<file path="src/rtl/dbus_uart_responder.sv">
// dbus_uart_responder: VexRiscv simple-dBus responder exposing an 8N1 UART.
//   Register window (word-decoded, address[1:0] ignored):
//     0x0 DATA   W: push byte to TX FIFO   R: {rx_valid, rx_byte}, clears rx_valid
//     0x4 STATUS R: {frame_err, tx_ovf, rx_ovr, rx_valid, tx_full, tx_empty}, W1C [5:3]
//     0x8 BAUD   R/W: clocks per bit (min 8)
//     0xC reserved (read error, write dropped)
// Ports:
//   clk, reset                  clock, asynchronous active-high reset
//   dBus_cmd_*                  command channel (valid/ready, wr, address, data, size)
//   dBus_rsp_*                  read response (one-cycle ready pulse, error, data)
//   uart_rx / uart_tx           serial lines, idle high
module dbus_uart_responder #(
  parameter logic [31:0] BASE_ADDR   = 32'h1000_0000,
  parameter int unsigned DEFAULT_DIV = 868,
  parameter int unsigned TX_DEPTH    = 8
) (
  input  logic        clk,
  input  logic        reset,
  input  logic        dBus_cmd_valid,
  output logic        dBus_cmd_ready,
  input  logic        dBus_cmd_payload_wr,
  input  logic [31:0] dBus_cmd_payload_address,
  input  logic [31:0] dBus_cmd_payload_data,
  input  logic [1:0]  dBus_cmd_payload_size,
  output logic        dBus_rsp_ready,
  output logic        dBus_rsp_error,
  output logic [31:0] dBus_rsp_data,
  input  logic        uart_rx,
  output logic        uart_tx
);

  localparam int unsigned AW = $clog2(TX_DEPTH);

  typedef enum logic [1:0] {TxIdle, TxStart, TxData, TxStop} tx_state_e;
  typedef enum logic [1:0] {RxIdle, RxStart, RxData, RxStop} rx_state_e;

  // Bus side
  logic        rsp_valid_q, rsp_valid_d;
  logic        rsp_err_q, rsp_err_d;
  logic [31:0] rsp_data_q, rsp_data_d;
  logic        accept, rd_acc, wr_acc, in_win;
  logic [1:0]  sel;
  logic        wr_data, wr_status, wr_baud, rd_data;

  // Config and flags
  logic [15:0] baud_div_q, baud_div_d;
  logic        tx_ovf_q, tx_ovf_d, rx_ovr_q, rx_ovr_d, frame_err_q, frame_err_d;
  logic [2:0]  w1c;

  // TX FIFO
  logic [7:0]  fifo_mem [TX_DEPTH];
  logic [AW:0] wr_ptr_q, wr_ptr_d, rd_ptr_q, rd_ptr_d;
  logic        fifo_empty, fifo_full, push, tx_pop, tx_ovf_set;

  // TX serializer
  tx_state_e   tx_state_q, tx_state_d;
  logic [15:0] tx_cnt_q, tx_cnt_d, tx_div_q, tx_div_d;
  logic [7:0]  tx_shift_q, tx_shift_d;
  logic [2:0]  tx_bit_q, tx_bit_d;
  logic        tx_q, tx_d, tx_launch, tx_bit_end, tx_empty;

  // RX deserializer
  rx_state_e   rx_state_q, rx_state_d;
  logic        rx_meta_q, rx_sync_q, rx_prev_q;
  logic [15:0] rx_cnt_q, rx_cnt_d, rx_div_q, rx_div_d;
  logic [7:0]  rx_shift_q, rx_shift_d, rx_byte_q, rx_byte_d;
  logic [2:0]  rx_bit_q, rx_bit_d;
  logic        rx_valid_q, rx_valid_d, rx_done, rx_ferr, rx_ovr_set;

  logic        unused_sigs;
  assign unused_sigs = ^{dBus_cmd_payload_size, dBus_cmd_payload_address[1:0],
                         dBus_cmd_payload_data[31:16]};

  // ---------------------------------------------------------------- decode
  assign dBus_cmd_ready = ~rsp_valid_q;
  assign accept    = dBus_cmd_valid & dBus_cmd_ready;
  assign rd_acc    = accept & ~dBus_cmd_payload_wr;
  assign wr_acc    = accept & dBus_cmd_payload_wr;
  assign in_win    = dBus_cmd_payload_address[31:4] == BASE_ADDR[31:4];
  assign sel       = dBus_cmd_payload_address[3:2];
  assign wr_data   = wr_acc & in_win & (sel == 2'd0);
  assign wr_status = wr_acc & in_win & (sel == 2'd1);
  assign wr_baud   = wr_acc & in_win & (sel == 2'd2);
  assign rd_data   = rd_acc & in_win & (sel == 2'd0);

  assign tx_empty  = fifo_empty & (tx_state_q == TxIdle);

  always_comb begin
    rsp_valid_d = rd_acc;
    rsp_err_d   = rd_acc & (~in_win | (sel == 2'd3));
    rsp_data_d  = '0;
    if (rd_acc && in_win) begin
      unique case (sel)
        2'd0:    rsp_data_d = {23'b0, rx_valid_q, rx_byte_q};
        2'd1:    rsp_data_d = {26'b0, frame_err_q, tx_ovf_q, rx_ovr_q, rx_valid_q,
                               fifo_full, tx_empty};
        2'd2:    rsp_data_d = {16'b0, baud_div_q};
        default: rsp_data_d = '0;
      endcase
    end
  end

  assign dBus_rsp_ready = rsp_valid_q;
  assign dBus_rsp_error = rsp_err_q;
  assign dBus_rsp_data  = rsp_data_q;

  // ---------------------------------------------------------------- config / flags
  always_comb begin
    baud_div_d = baud_div_q;
    if (wr_baud) begin
      baud_div_d = (dBus_cmd_payload_data[15:0] < 16'd8) ? 16'd8
                                                          : dBus_cmd_payload_data[15:0];
    end
    w1c         = wr_status ? dBus_cmd_payload_data[5:3] : 3'b000;
    // Set events override a simultaneous clear.
    rx_ovr_d    = (rx_ovr_q & ~w1c[0]) | rx_ovr_set;
    tx_ovf_d    = (tx_ovf_q & ~w1c[1]) | tx_ovf_set;
    frame_err_d = (frame_err_q & ~w1c[2]) | rx_ferr;
  end

  // ---------------------------------------------------------------- TX FIFO
  assign fifo_empty = wr_ptr_q == rd_ptr_q;
  assign fifo_full  = (wr_ptr_q[AW] != rd_ptr_q[AW]) &&
                      (wr_ptr_q[AW-1:0] == rd_ptr_q[AW-1:0]);
  // A pop in the same cycle frees the slot, so a full FIFO still takes the byte.
  assign push       = wr_data & (~fifo_full | tx_pop);
  assign tx_ovf_set = wr_data & fifo_full & ~tx_pop;

  always_comb begin
    wr_ptr_d = push   ? wr_ptr_q + 1'b1 : wr_ptr_q;
    rd_ptr_d = tx_pop ? rd_ptr_q + 1'b1 : rd_ptr_q;
  end

  always_ff @(posedge clk) begin
    if (push) fifo_mem[wr_ptr_q[AW-1:0]] <= dBus_cmd_payload_data[7:0];
  end

  // ---------------------------------------------------------------- TX FSM
  assign tx_bit_end = tx_cnt_q == (tx_div_q - 16'd1);

  always_comb begin
    tx_state_d = tx_state_q;
    tx_cnt_d   = tx_cnt_q;
    tx_div_d   = tx_div_q;
    tx_shift_d = tx_shift_q;
    tx_bit_d   = tx_bit_q;
    tx_d       = tx_q;
    tx_launch  = 1'b0;
    unique case (tx_state_q)
      TxIdle: tx_launch = ~fifo_empty;
      TxStart: begin
        if (tx_bit_end) begin
          tx_cnt_d   = '0;
          tx_state_d = TxData;
          tx_d       = tx_shift_q[0];
          tx_shift_d = tx_shift_q >> 1;
          tx_bit_d   = '0;
        end else begin
          tx_cnt_d = tx_cnt_q + 16'd1;
        end
      end
      TxData: begin
        if (tx_bit_end) begin
          tx_cnt_d = '0;
          if (tx_bit_q == 3'd7) begin
            tx_state_d = TxStop;
            tx_d       = 1'b1;
          end else begin
            tx_bit_d   = tx_bit_q + 3'd1;
            tx_d       = tx_shift_q[0];
            tx_shift_d = tx_shift_q >> 1;
          end
        end else begin
          tx_cnt_d = tx_cnt_q + 16'd1;
        end
      end
      TxStop: begin
        if (tx_bit_end) begin
          tx_cnt_d   = '0;
          tx_state_d = TxIdle;
          // Chain straight into the next start bit so there is no idle gap.
          tx_launch  = ~fifo_empty;
        end else begin
          tx_cnt_d = tx_cnt_q + 16'd1;
        end
      end
      default: tx_state_d = TxIdle;
    endcase
    if (tx_launch) begin
      tx_state_d = TxStart;
      tx_cnt_d   = '0;
      tx_div_d   = baud_div_q;
      tx_shift_d = fifo_mem[rd_ptr_q[AW-1:0]];
      tx_d       = 1'b0;
    end
  end

  assign tx_pop  = tx_launch;
  assign uart_tx = tx_q;

  // ---------------------------------------------------------------- RX FSM
  always_comb begin
    rx_state_d = rx_state_q;
    rx_cnt_d   = rx_cnt_q;
    rx_div_d   = rx_div_q;
    rx_shift_d = rx_shift_q;
    rx_bit_d   = rx_bit_q;
    rx_done    = 1'b0;
    rx_ferr    = 1'b0;
    unique case (rx_state_q)
      RxIdle: begin
        if (rx_prev_q && !rx_sync_q) begin
          rx_state_d = RxStart;
          rx_cnt_d   = '0;
          rx_div_d   = baud_div_q;
        end
      end
      RxStart: begin
        if (rx_cnt_q == ((rx_div_q >> 1) - 16'd1)) begin
          rx_cnt_d   = '0;
          rx_bit_d   = '0;
          // High at mid start bit: a glitch, not a frame.
          rx_state_d = rx_sync_q ? RxIdle : RxData;
        end else begin
          rx_cnt_d = rx_cnt_q + 16'd1;
        end
      end
      RxData: begin
        if (rx_cnt_q == (rx_div_q - 16'd1)) begin
          rx_cnt_d   = '0;
          rx_shift_d = {rx_sync_q, rx_shift_q[7:1]};
          if (rx_bit_q == 3'd7) rx_state_d = RxStop;
          else                  rx_bit_d   = rx_bit_q + 3'd1;
        end else begin
          rx_cnt_d = rx_cnt_q + 16'd1;
        end
      end
      RxStop: begin
        if (rx_cnt_q == (rx_div_q - 16'd1)) begin
          rx_cnt_d   = '0;
          rx_state_d = RxIdle;
          rx_done    = rx_sync_q;
          rx_ferr    = ~rx_sync_q;
        end else begin
          rx_cnt_d = rx_cnt_q + 16'd1;
        end
      end
      default: rx_state_d = RxIdle;
    endcase
  end

  // A DATA read in the completion cycle frees the holding register, so no overrun.
  always_comb begin
    rx_byte_d  = rx_byte_q;
    rx_valid_d = rx_valid_q & ~rd_data;
    rx_ovr_set = 1'b0;
    if (rx_done) begin
      if (!rx_valid_q || rd_data) begin
        rx_byte_d  = rx_shift_q;
        rx_valid_d = 1'b1;
      end else begin
        rx_ovr_set = 1'b1;
      end
    end
  end

  // ---------------------------------------------------------------- state
  always_ff @(posedge clk or posedge reset) begin
    if (reset) begin
      rsp_valid_q <= 1'b0;
      rsp_err_q   <= 1'b0;
      rsp_data_q  <= '0;
      baud_div_q  <= 16'(DEFAULT_DIV);
      tx_ovf_q    <= 1'b0;
      rx_ovr_q    <= 1'b0;
      frame_err_q <= 1'b0;
      wr_ptr_q    <= '0;
      rd_ptr_q    <= '0;
      tx_state_q  <= TxIdle;
      tx_cnt_q    <= '0;
      tx_div_q    <= 16'(DEFAULT_DIV);
      tx_shift_q  <= '0;
      tx_bit_q    <= '0;
      tx_q        <= 1'b1;
      rx_meta_q   <= 1'b1;
      rx_sync_q   <= 1'b1;
      rx_prev_q   <= 1'b1;
      rx_state_q  <= RxIdle;
      rx_cnt_q    <= '0;
      rx_div_q    <= 16'(DEFAULT_DIV);
      rx_shift_q  <= '0;
      rx_bit_q    <= '0;
      rx_byte_q   <= '0;
      rx_valid_q  <= 1'b0;
    end else begin
      rsp_valid_q <= rsp_valid_d;
      rsp_err_q   <= rsp_err_d;
      rsp_data_q  <= rsp_data_d;
      baud_div_q  <= baud_div_d;
      tx_ovf_q    <= tx_ovf_d;
      rx_ovr_q    <= rx_ovr_d;
      frame_err_q <= frame_err_d;
      wr_ptr_q    <= wr_ptr_d;
      rd_ptr_q    <= rd_ptr_d;
      tx_state_q  <= tx_state_d;
      tx_cnt_q    <= tx_cnt_d;
      tx_div_q    <= tx_div_d;
      tx_shift_q  <= tx_shift_d;
      tx_bit_q    <= tx_bit_d;
      tx_q        <= tx_d;
      rx_meta_q   <= uart_rx;
      rx_sync_q   <= rx_meta_q;
      rx_prev_q   <= rx_sync_q;
      rx_state_q  <= rx_state_d;
      rx_cnt_q    <= rx_cnt_d;
      rx_div_q    <= rx_div_d;
      rx_shift_q  <= rx_shift_d;
      rx_bit_q    <= rx_bit_d;
      rx_byte_q   <= rx_byte_d;
      rx_valid_q  <= rx_valid_d;
    end
  end

endmodule

</file>
<file path="config.mk">
export PLATFORM = sky130hd
export DESIGN_NAME = dbus_uart_responder
export DESIGN_NICKNAME = d
export VERILOG_FILES = /design/src/rtl/dbus_uart_responder.sv
export SDC_FILE = /design/constraint.sdc
export NUM_CORES = 1
export LEC_CHECK = 0
export CORE_MARGIN = 2
export CORE_UTILIZATION = 34
export DETAILED_ROUTE_END_ITERATION = 16
export GPL_ROUTABILITY_DRIVEN = 1
export PLACE_DENSITY = 0.51
export SYNTH_ARGS = -nofsm -noshare
export SYNTH_HDL_FRONTEND = slang
export SYNTH_SLANG_ARGS = --single-unit
</file>
<file path="constraint.sdc">
create_clock -name clk -period 7.4 [get_ports clk]
set_clock_uncertainty 0.05 [all_clocks]
set_input_delay 1.11 -clock clk [delete_from_list [all_inputs] [get_ports clk]]
set_output_delay 1.11 -clock clk [all_outputs]
set_load 0.05 [all_outputs]
</file>
Yosys cells after proc, flatten, opt, wreduce, memory -nomap -nowiden. Memory sizes are Yosys's and may differ from the RTL's. Cells that the tools add are included.

Memories: 1. Logic and storage cells: 181. Bits in registers: 164. RAM bits: 64.

$lt $le $gt $ge: 1. Mux-type cells: 54. Eq/ne operators: 32. Add/subtract/negate cells: 9. Reductions and logical operators: 25. Bitwise logic cells: 34.

Memories: fifo_mem (depth 8, width 8, rd ports 1, clocked after Yosys merged registers in 0, wr ports 1, RTL line 51) `logic [7:0] fifo_mem [TX_DEPTH];`.

Operator list (count): 16-bit 2-to-1 mux (7); 16-bit one-hot mux with 3 select lines (2); 16-bit equality test (3); 16-bit by 1-bit adder with 16-bit output (second input constant) (2); 32-bit 2-to-1 mux (1); 8-bit 2-to-1 mux (4); 16-bit by 1-bit subtractor with 16-bit output (second input constant) (2); 28-bit by 25-bit equality test with 1-bit output (second input constant) (1); 2-bit 2-to-1 mux (11); 3-bit 2-to-1 mux (7); 1-bit bitwise AND (18); 2-bit != test (second input constant) (9); 16-bit by 4-bit less-than comparator with 1-bit output (second input constant) (1); 8-bit one-hot mux with 2 select lines (1); 15-bit by 1-bit subtractor with 16-bit output (second input constant) (1); 1-bit 2-to-1 mux (15); 3-bit != test (second input constant) (5); 2-bit equality test (second input constant) (6); 3-bit one-hot mux with 2 select lines (2); 4-bit AND reduction (3); 1-bit inverter (11); 5-bit AND reduction (2); 4-bit by 1-bit adder with 4-bit output (second input constant) (2); 2-bit one-hot mux with 4 select lines (1); other kinds (20) (38).

Depth between registers and ports, before layout. Gate-level depths: netlist (run 1).

Depth after elaboration: 9. Depth in mapped cells: 12.

Least setup slack after synthesis (run 1). Ideal clock, no wire load.

Path type: input-to-reg. From: input dBus_cmd_payload_address[6]. To: register rx_byte_q[3]. Arrival: 3.347 ns. Stages: 9. Setup slack: 3.878 ns. Required time: 7.225 ns. Cell sequence: nor4_1 and4_1 nand4_1 or4b_1 clkbuf_1 or2_1 o21a_1 nor2_4 mux2_2.

Cells in the longest elaborated chain, start to end: 5.

Ends and longest elaborated chain: start: declaration (RTL line 22) `input logic [31:0] dBus_cmd_payload_address,`; 28-bit by 25-bit equality test with 1-bit output (RTL line 79) `assign in_win = dBus_cmd_payload_address[31:4] == BASE_ADDR[31:4];`; 1-bit bitwise AND (2 in a row) (RTL line 84) `assign rd_data = rd_acc & in_win & (sel == 2'd0);`; 1-bit logical OR (RTL line 258) `if (!rx_valid_q || rd_data) begin`; 2-bit AND reduction (no source line); end signal: assignment (RTL line 319) `rx_byte_q <= rx_byte_d;`; end: declaration (RTL line 66) `logic [7:0] rx_shift_q, rx_shift_d, rx_byte_q, rx_byte_d;`.

No other way between the ends. A chain may end at the register's enable or synchronous reset.

Final worst setup path (run 1).
From: register tx_div_q[0]. To: memory fifo_mem[6][3], enable pin.

Cells in the longest elaborated chain, start to end: 8.

Ends and longest elaborated chain: start: declaration (RTL line 57) `logic [15:0] tx_cnt_q, tx_cnt_d, tx_div_q, tx_div_d;`; start signal: assignment (RTL line 281) `tx_div_q <= 16'(DEFAULT_DIV);`; start signal: assignment (RTL line 307) `tx_div_q <= tx_div_d;`; 16-bit by 1-bit subtractor with 16-bit output (RTL line 139) `assign tx_bit_end = tx_cnt_q == (tx_div_q - 16'd1);`; 16-bit equality test (RTL line 139); 1-bit 2-to-1 mux (RTL line 178) `if (tx_bit_end) begin`; 1-bit one-hot mux with 2 select lines (RTL line 149) `unique case (tx_state_q)`; 1-bit OR (RTL line 126) `assign push = wr_data & (~fifo_full | tx_pop);`; 1-bit bitwise AND (RTL line 126); 1-bit 2-to-1 mux (RTL line 135) `if (push) fifo_mem[wr_ptr_q[AW-1:0]] <= dBus_cmd_payload_data[7:0];`; 1-bit 2-to-1 mux (implied by the code) (RTL line 135); end: declaration (RTL line 51).

No other way between the ends.

==> results.sh, run 1 <==
export IMPL_cts_made_buffers=25
export IMPL_cts_path_max_buffers=3
export IMPL_top_layer_used="met4"
export IMPL_holdBufCountCts=0
export IMPL_setup_viol=0
export IMPL_p_switching_mw=0.794
export IMPL_drt_total_wl_mm=25.2
export IMPL_yosysWarnings=0
export IMPL_cts_resized=0
export IMPL_cp_start_kind="register"
export IMPL_gr_total_overflow=0
export IMPL_antenna_found_initial=0
export IMPL_first_pass_iters=5
export IMPL_reg2reg_depth=10
export IMPL_crit_path_start="tx_div_q[0]"
export IMPL_period_share_pct=58.0
export IMPL_cp_arrival_ns=4.42
export IMPL_synthesis_area_sq_um=11000
export IMPL_p_sw_share_pct=27.0
export IMPL_die_area_sq_um=33800
export IMPL_seq_power_share_pct=44.1
export IMPL_status="finished, final reports clean"
export IMPL_met1Wirelength_mm=12.1
export IMPL_worst_pin_slew_ns=1.00
export IMPL_routabilityCongestion=0.792
export IMPL_leakagePower_nw=5.28
export IMPL_die_x_microns=184
export IMPL_wl_met2_mm=12.0
export IMPL_maxSlewHeadroom_pct=33.1
export IMPL_path_clk_slew_ns=0.06
export IMPL_cp_max_fo=13
export IMPL_hold_viol_final=0
export IMPL_cts_tree="done"
export IMPL_num_antenna_cells=0
export IMPL_port_buffers=70
export IMPL_grt_pass1_wl_mm=41.1
export IMPL_syn_avg_cell_area_sq_um=11.7
export IMPL_fin_nets=1081
export IMPL_rsz0062_at_grt="false"
export IMPL_layout_drive_gt1_share_pct=15.0
export IMPL_max_cap_violations=0
export IMPL_area_growth_pct=16.1
export IMPL_rows=65
export IMPL_min_from="rx_meta_q"
export IMPL_pwr_share_comb_pct=14.2
export IMPL_crit_type="reg2reg"
export IMPL_async_flop_share_pct=69.8
export IMPL_drcViolationCount=0
export IMPL_via_per_inst=5.15
export IMPL_die_h_microns=184
export IMPL_cp_end_kind="register"
export IMPL_hold_depth=0
export IMPL_vias=7284
export IMPL_clock_sinks=212
export IMPL_dr_wl_met3_microns=817
export IMPL_yosys_top_cells_area="dfrtp_1 (29%), edfxtp_1 (17%), mux2_2 (4.6%)"
export IMPL_powerDensity_nw_per_um2=230
export IMPL_intPower_mw=2.14
export IMPL_yosys_area_top_type="dfrtp_1"
export IMPL_post_cts_buffers=0
export IMPL_tns_ns=0
export IMPL_yosysSeqAreaShare_pct=51.4
export IMPL_synth_top_cells_by_count="dfrtp_1 (129), nand2_1 (67), edfxtp_1 (64)"
export IMPL_netlist_instances=943
export IMPL_insertion_delay_ns=0.54
export IMPL_track_usage_pct=15.3
export IMPL_fmax_ghz=0.233
export IMPL_drtAntennaViolNets=0
export IMPL_finalPower_mw=2.94
export IMPL_cts_max_level=1
export IMPL_hold_class="reg2reg"
export IMPL_fin_crit_ns=4.29
export IMPL_cts_root_buf="clkbuf_16"
export IMPL_synthFlopType="dfrtp_1"
export IMPL_n_fill_cell=3045
export IMPL_synth_top_area_share_pct=29.4
export IMPL_wire_per_inst_microns=17.8
export IMPL_synth_edf_count=64
export IMPL_ys_ff_latch=212
export IMPL_maxSlewViolCount=0
export IMPL_grt_max_degree=78
export IMPL_start_util_pct=34.6
export IMPL_cp_required_ns=7.53
export IMPL_clkPwrFrac_pct=41.7
export IMPL_boundaryPins=107
export IMPL_dpl_hpwl_mm=17.6
export IMPL_grt_pass1_vias=7286
export IMPL_first_iter_violations=426
export IMPL_coreArea_sq_um=31700
export IMPL_worstReg2RegStart="tx_div_q[0]"
export IMPL_yosys_cell_types_count=89
export IMPL_post_synth_top_count_cell="dfrtp_1"
export IMPL_peakVddDrop_v=0.000176
cell usage in the layout (no fill, tap or decap), drive strengths merged, types with 17 or more instances in the layout:
cell and n:
dfrtp 129, inv 32, nand3 28, o21ai 35
mux2 52, a21oi 30, clkbuf 32, xnor2 46
nand2 67, nor2 46, xor2 32, clkdlybuf4s50 70
dfstp 19, nor4 25, edfxtp 64, ha 17
nor3 22, and3 19
cell type report:
cell class                      count  area [sq um]  area share (%)
Sequential cell                   212          5650            44.3
Multi-Input combinational cell    648          4920            38.6
Timing Repair Buffer               76           746            5.85
Clock buffer                       32           652            5.11
Tap cell                          402           503            3.94
Clock inverter                     14           163            1.28
Inverter                           30           118           0.922
logic make-up (layout without fill, tap and decap cells):
group	count (synthesis)	in the layout	share of synthesized area, %
flops	212	212	51.4
compound gates	157	157	10.4
simple gates	297	297	15.6
other cells	1	16	0.0341
xor+xnor	78	78	6.22
mux	83	83	10.1
fa+ha+maj	17	17	1.94
buf+inv	98	152	4.34
worst paths after layout:
kind | end | slack (ns)
setup / recovery | fifo_mem[6][3] | 3.11
max in group asynchronous | rx_shift_q[6] | 4.81
hold reg to reg | rx_sync_q | 0.31
hold / removal | rx_sync_q | 0.31
setup reg to reg | fifo_mem[6][3] | 3.11
min in group asynchronous | tx_cnt_q[10] | 1.01
power by group through the flow:
stage	clock, mW	combinational (mW)	sequential [mW]
floorplan	0	0.373	1.28
global placement	0	0.415	1.32
detailed placement	0	0.420	1.32
CTS	1.26	0.423	1.29
global route	1.31	0.468	1.30
finish	1.23	0.418	1.29
through the flow:
step	worst slack, ns	cells	hold slack (ns)	area [sq um]	util [%]
detailed placement	3.02	1368	0.300	11900	37.6
CTS	3.02	1414	0.308	12800	40.2
floorplan	2.29	958	0.295	11000	-
finish	3.11	1414	0.307	12800	40.2
global placement	3.06	1368	0.296	11900	37.6
global route	2.69	1414	0.310	12800	40.2
registers in the layout (all words and copies together), names as in the netlist, 4 cells and up, named ones only:
signal and cells:
dBus_rsp_data 16, fifo_mem 64, rd_ptr_q 4, rx_div_q 16
tx_div_q 16, rx_shift_q 8, rx_cnt_q 16, tx_shift_q 8
rx_byte_q 8, tx_cnt_q 16, wr_ptr_q 4, baud_div_q 16
layer usage:
| layer | vias up | track usage (%) |
|---|---|---|
| met2 | 100 | 25.1 |
| met1 | 3605 | 21.4 |
| met5 | - | 0 |
| met3 | 28 | 2.18 |
| met4 | 0 | 3.55 |
| li1 | 3551 | - |
critical path, stage by stage, from the launching register on:
cell	delay (ns)
dfrtp_1	0.42
inv_1	0.09
ha_1	0.17
nor3b_2	0.39
nand3_1	0.13
nor4b_1	0.43
o211ai_2	0.26
nor4_4	0.62
nand3_1	0.39
a21oi_2	0.43
and4b_1	0.55
(Power assumes the default switching activity.)
==> run 2: changes to the inputs <==
--- a/config.mk
+++ b/config.mk
@@ -9,7 +9,7 @@
 export CORE_UTILIZATION = 34
 export DETAILED_ROUTE_END_ITERATION = 16
 export GPL_ROUTABILITY_DRIVEN = 1
-export PLACE_DENSITY = 0.51
+export PLACE_DENSITY = 0.53
 export SYNTH_ARGS = -nofsm -noshare
 export SYNTH_HDL_FRONTEND = slang
 export SYNTH_SLANG_ARGS = --single-unit
==> constraint.sdc (replaced) <==
create_clock -name clk -period 3.45 [get_ports clk]
set_clock_uncertainty 0.05 [all_clocks]
set_input_delay 0.5175 -clock clk [delete_from_list [all_inputs] [get_ports clk]]
set_output_delay 0.5175 -clock clk [all_outputs]
set_load 0.05 [all_outputs]
==> run 2 against run 1 <==
  * Critical path depth is 1 higher
  * Global-route usage is 0.14 points higher
  * Worst setup slack worse by 2.9 ns
  * Die area stayed put
  * Maximum frequency is 32% higher
==> results.sh, run 2 (synthesized netlist as in run 1, its figures left out) <==
export IMPL_status="finished, final reports clean"
export IMPL_port_buffers=70
export IMPL_coreArea_sq_um=31700
export IMPL_clock_sinks=212
export IMPL_placed_area_sq_um=12400
export IMPL_register_area_sq_um=5650
export IMPL_hold_viol_final=0
export IMPL_fin_util_pct=41.7
export IMPL_first_pass_iters=5
export IMPL_max_cap_violations=0
export IMPL_cp_max_fo=6
export IMPL_tns_ns=0
export IMPL_maxSlewViolCount=0
export IMPL_grt_max_degree=64
export IMPL_largest_reg_flops=64
export IMPL_cpMostUsedCell="buf_4"
export IMPL_peakVddDrop_v=0.000429
export IMPL_cp_start_kind="register"
export IMPL_layout_commonest_cell="dfrtp_1"
export IMPL_fin_area_sq_um=13200
export IMPL_die_area_sq_um=33800
export IMPL_setup_ws_ns=0.189
export IMPL_drcViolationCount=0
export IMPL_leakagePower_nw=5.56
export IMPL_hold_class="in2async"
export IMPL_final_cell_mix="dfrtp_1 (129), clkdlybuf4s50_1 (70), nand2_1 (67)"
export IMPL_num_antenna_cells=0
export IMPL_die_x_microns=184
export IMPL_crit_path_start="tx_div_q[0]"
export IMPL_period_share_pct=94.5
export IMPL_cts_root_buf="clkbuf_16"
export IMPL_crit_type="reg2reg"
export IMPL_reg2reg_depth=11
export IMPL_layout_drive_gt1_share_pct=19.7
export IMPL_cp_end_kind="register"
export IMPL_n_fill_cell=2972
export IMPL_grt_pass1_wl_mm=41.4
export IMPL_routabilityCongestion=0.787
export IMPL_path_cells="buf_4, or4_1, nor3_2, o211a_1, nor2_1, nor4_4, nand3_1, a21oi_2, buf_4, and4b_1, buf_4"
export IMPL_powerDensity_nw_per_um2=487
export IMPL_fin_nets=1130
export IMPL_start_util_pct=34.6
export IMPL_track_usage_pct=15.4
export IMPL_worstReg2RegStart="tx_div_q[0]"
export IMPL_path_clk_slew_ns=0.06
export IMPL_fmax_ghz=0.307
export IMPL_area_growth_pct=20.5
export IMPL_die_h_microns=184
export IMPL_grt_pass1_vias=7453
export IMPL_cp_arrival_ns=3.46
export IMPL_drt_total_wl_mm=25.4
export IMPL_cts_made_buffers=25
export IMPL_first_iter_violations=393
export IMPL_r2r_setup_slack_ns=0.19
export IMPL_via_per_inst=5.13
export IMPL_wire_per_inst_microns=17.4
export IMPL_drtAntennaViolNets=0
export IMPL_cts_path_max_buffers=3
export IMPL_maxSlewHeadroom_pct=59.9
export IMPL_worst_pin_slew_ns=0.597
export IMPL_dpl_hpwl_mm=18.2
export IMPL_crit_slowest_cell="or4_1"
export IMPL_boundaryPins=107
export IMPL_setup_viol=0
export IMPL_insertion_delay_ns=0.54
export IMPL_multi_input_area_sq_um=4970
export IMPL_fin_crit_ns=3.26
export IMPL_cp_slowest_stage_delay_ns=0.59
export IMPL_holdBufCountCts=0
export IMPL_antenna_found_initial=2
export IMPL_rsz0062_at_grt="false"
export IMPL_cts_tree="done"
export IMPL_place_ws_ns=0.0236
export IMPL_cp_required_ns=3.65
export IMPL_cts_max_level=1
export IMPL_whs_ns=0.283
export IMPL_gr_total_overflow=0
export IMPL_rows=65
export IMPL_vias=7495
==> run 2: cell count changes in the layout (fill, tap and decap cells not counted), moves of 2 or more <==
cell and change:
buf_4 +44, nor4_4 +2, buf_12 +5, clkbuf_1 -5
clkinv_4 +2, clkinv_2 +3, inv_6 -2, nor4_1 -2
==> run 2: where the power goes <==
| group | leakage [nW] | internal (mW) | total (mW) | switching, mW |
|---|---|---|---|---|
| Sequential | 2.55 | 2.65 | 2.76 | 0.107 |
| Combinational | 2.61 | 0.453 | 1.01 | 0.561 |
| Clock | 0.404 | 1.58 | 2.67 | 1.09 |
==> run 2: timing repair <==
action / in CTS / in global routing
setup endpoints to repair: 0 / 76
resized for setup: 0 / 7
buffers inserted: 0 / 2
==> run 2: final cells by class <==
type | instances | area share, %
timing repair buffer | 125 | 8.88
multi-input combinational | 648 | 37.5
inverter | 30 | 0.879
clock inverter | 17 | 1.38
sequential | 212 | 42.7
tap | 402 | 3.80
clock buffer | 28 | 4.89
==> run 2: through the flow <==
stage | total power [mW] | instances
5_1_grt | 6.75 | 1462
3_3_place_gp | 3.79 | 1415
6_report | 6.44 | 1462
4_1_cts | 6.50 | 1460
3_5_place_dp | 3.80 | 1415
2_1_floorplan | 3.54 | 958
==> run 2: path summary, 6_finish.rpt <==
path                             endpoint
max                        fifo_mem[5][3]
min                         rx_shift_q[1]
max reg2reg                fifo_mem[5][3]
min reg2reg                     rx_sync_q
max in group asynchronous       rx_meta_q
min in group clk                rx_sync_q
==> run 2: critical path, delay by kind of cell, from the launching register on <==
kind	cells	cell delay, ns
buffers and inverters	3	0.49
AOI/OAI and AO/OA	2	0.43
DFF	1	0.38
and+or+nand+nor	6	1.62
==> run 2: per-layer routing <==
layer	share of wire [%]	global-route usage, %
met2	47	25.7
met5	0.047	0
met1	47	21.0
met3	3.7	2.36
met4	2.0	4.06
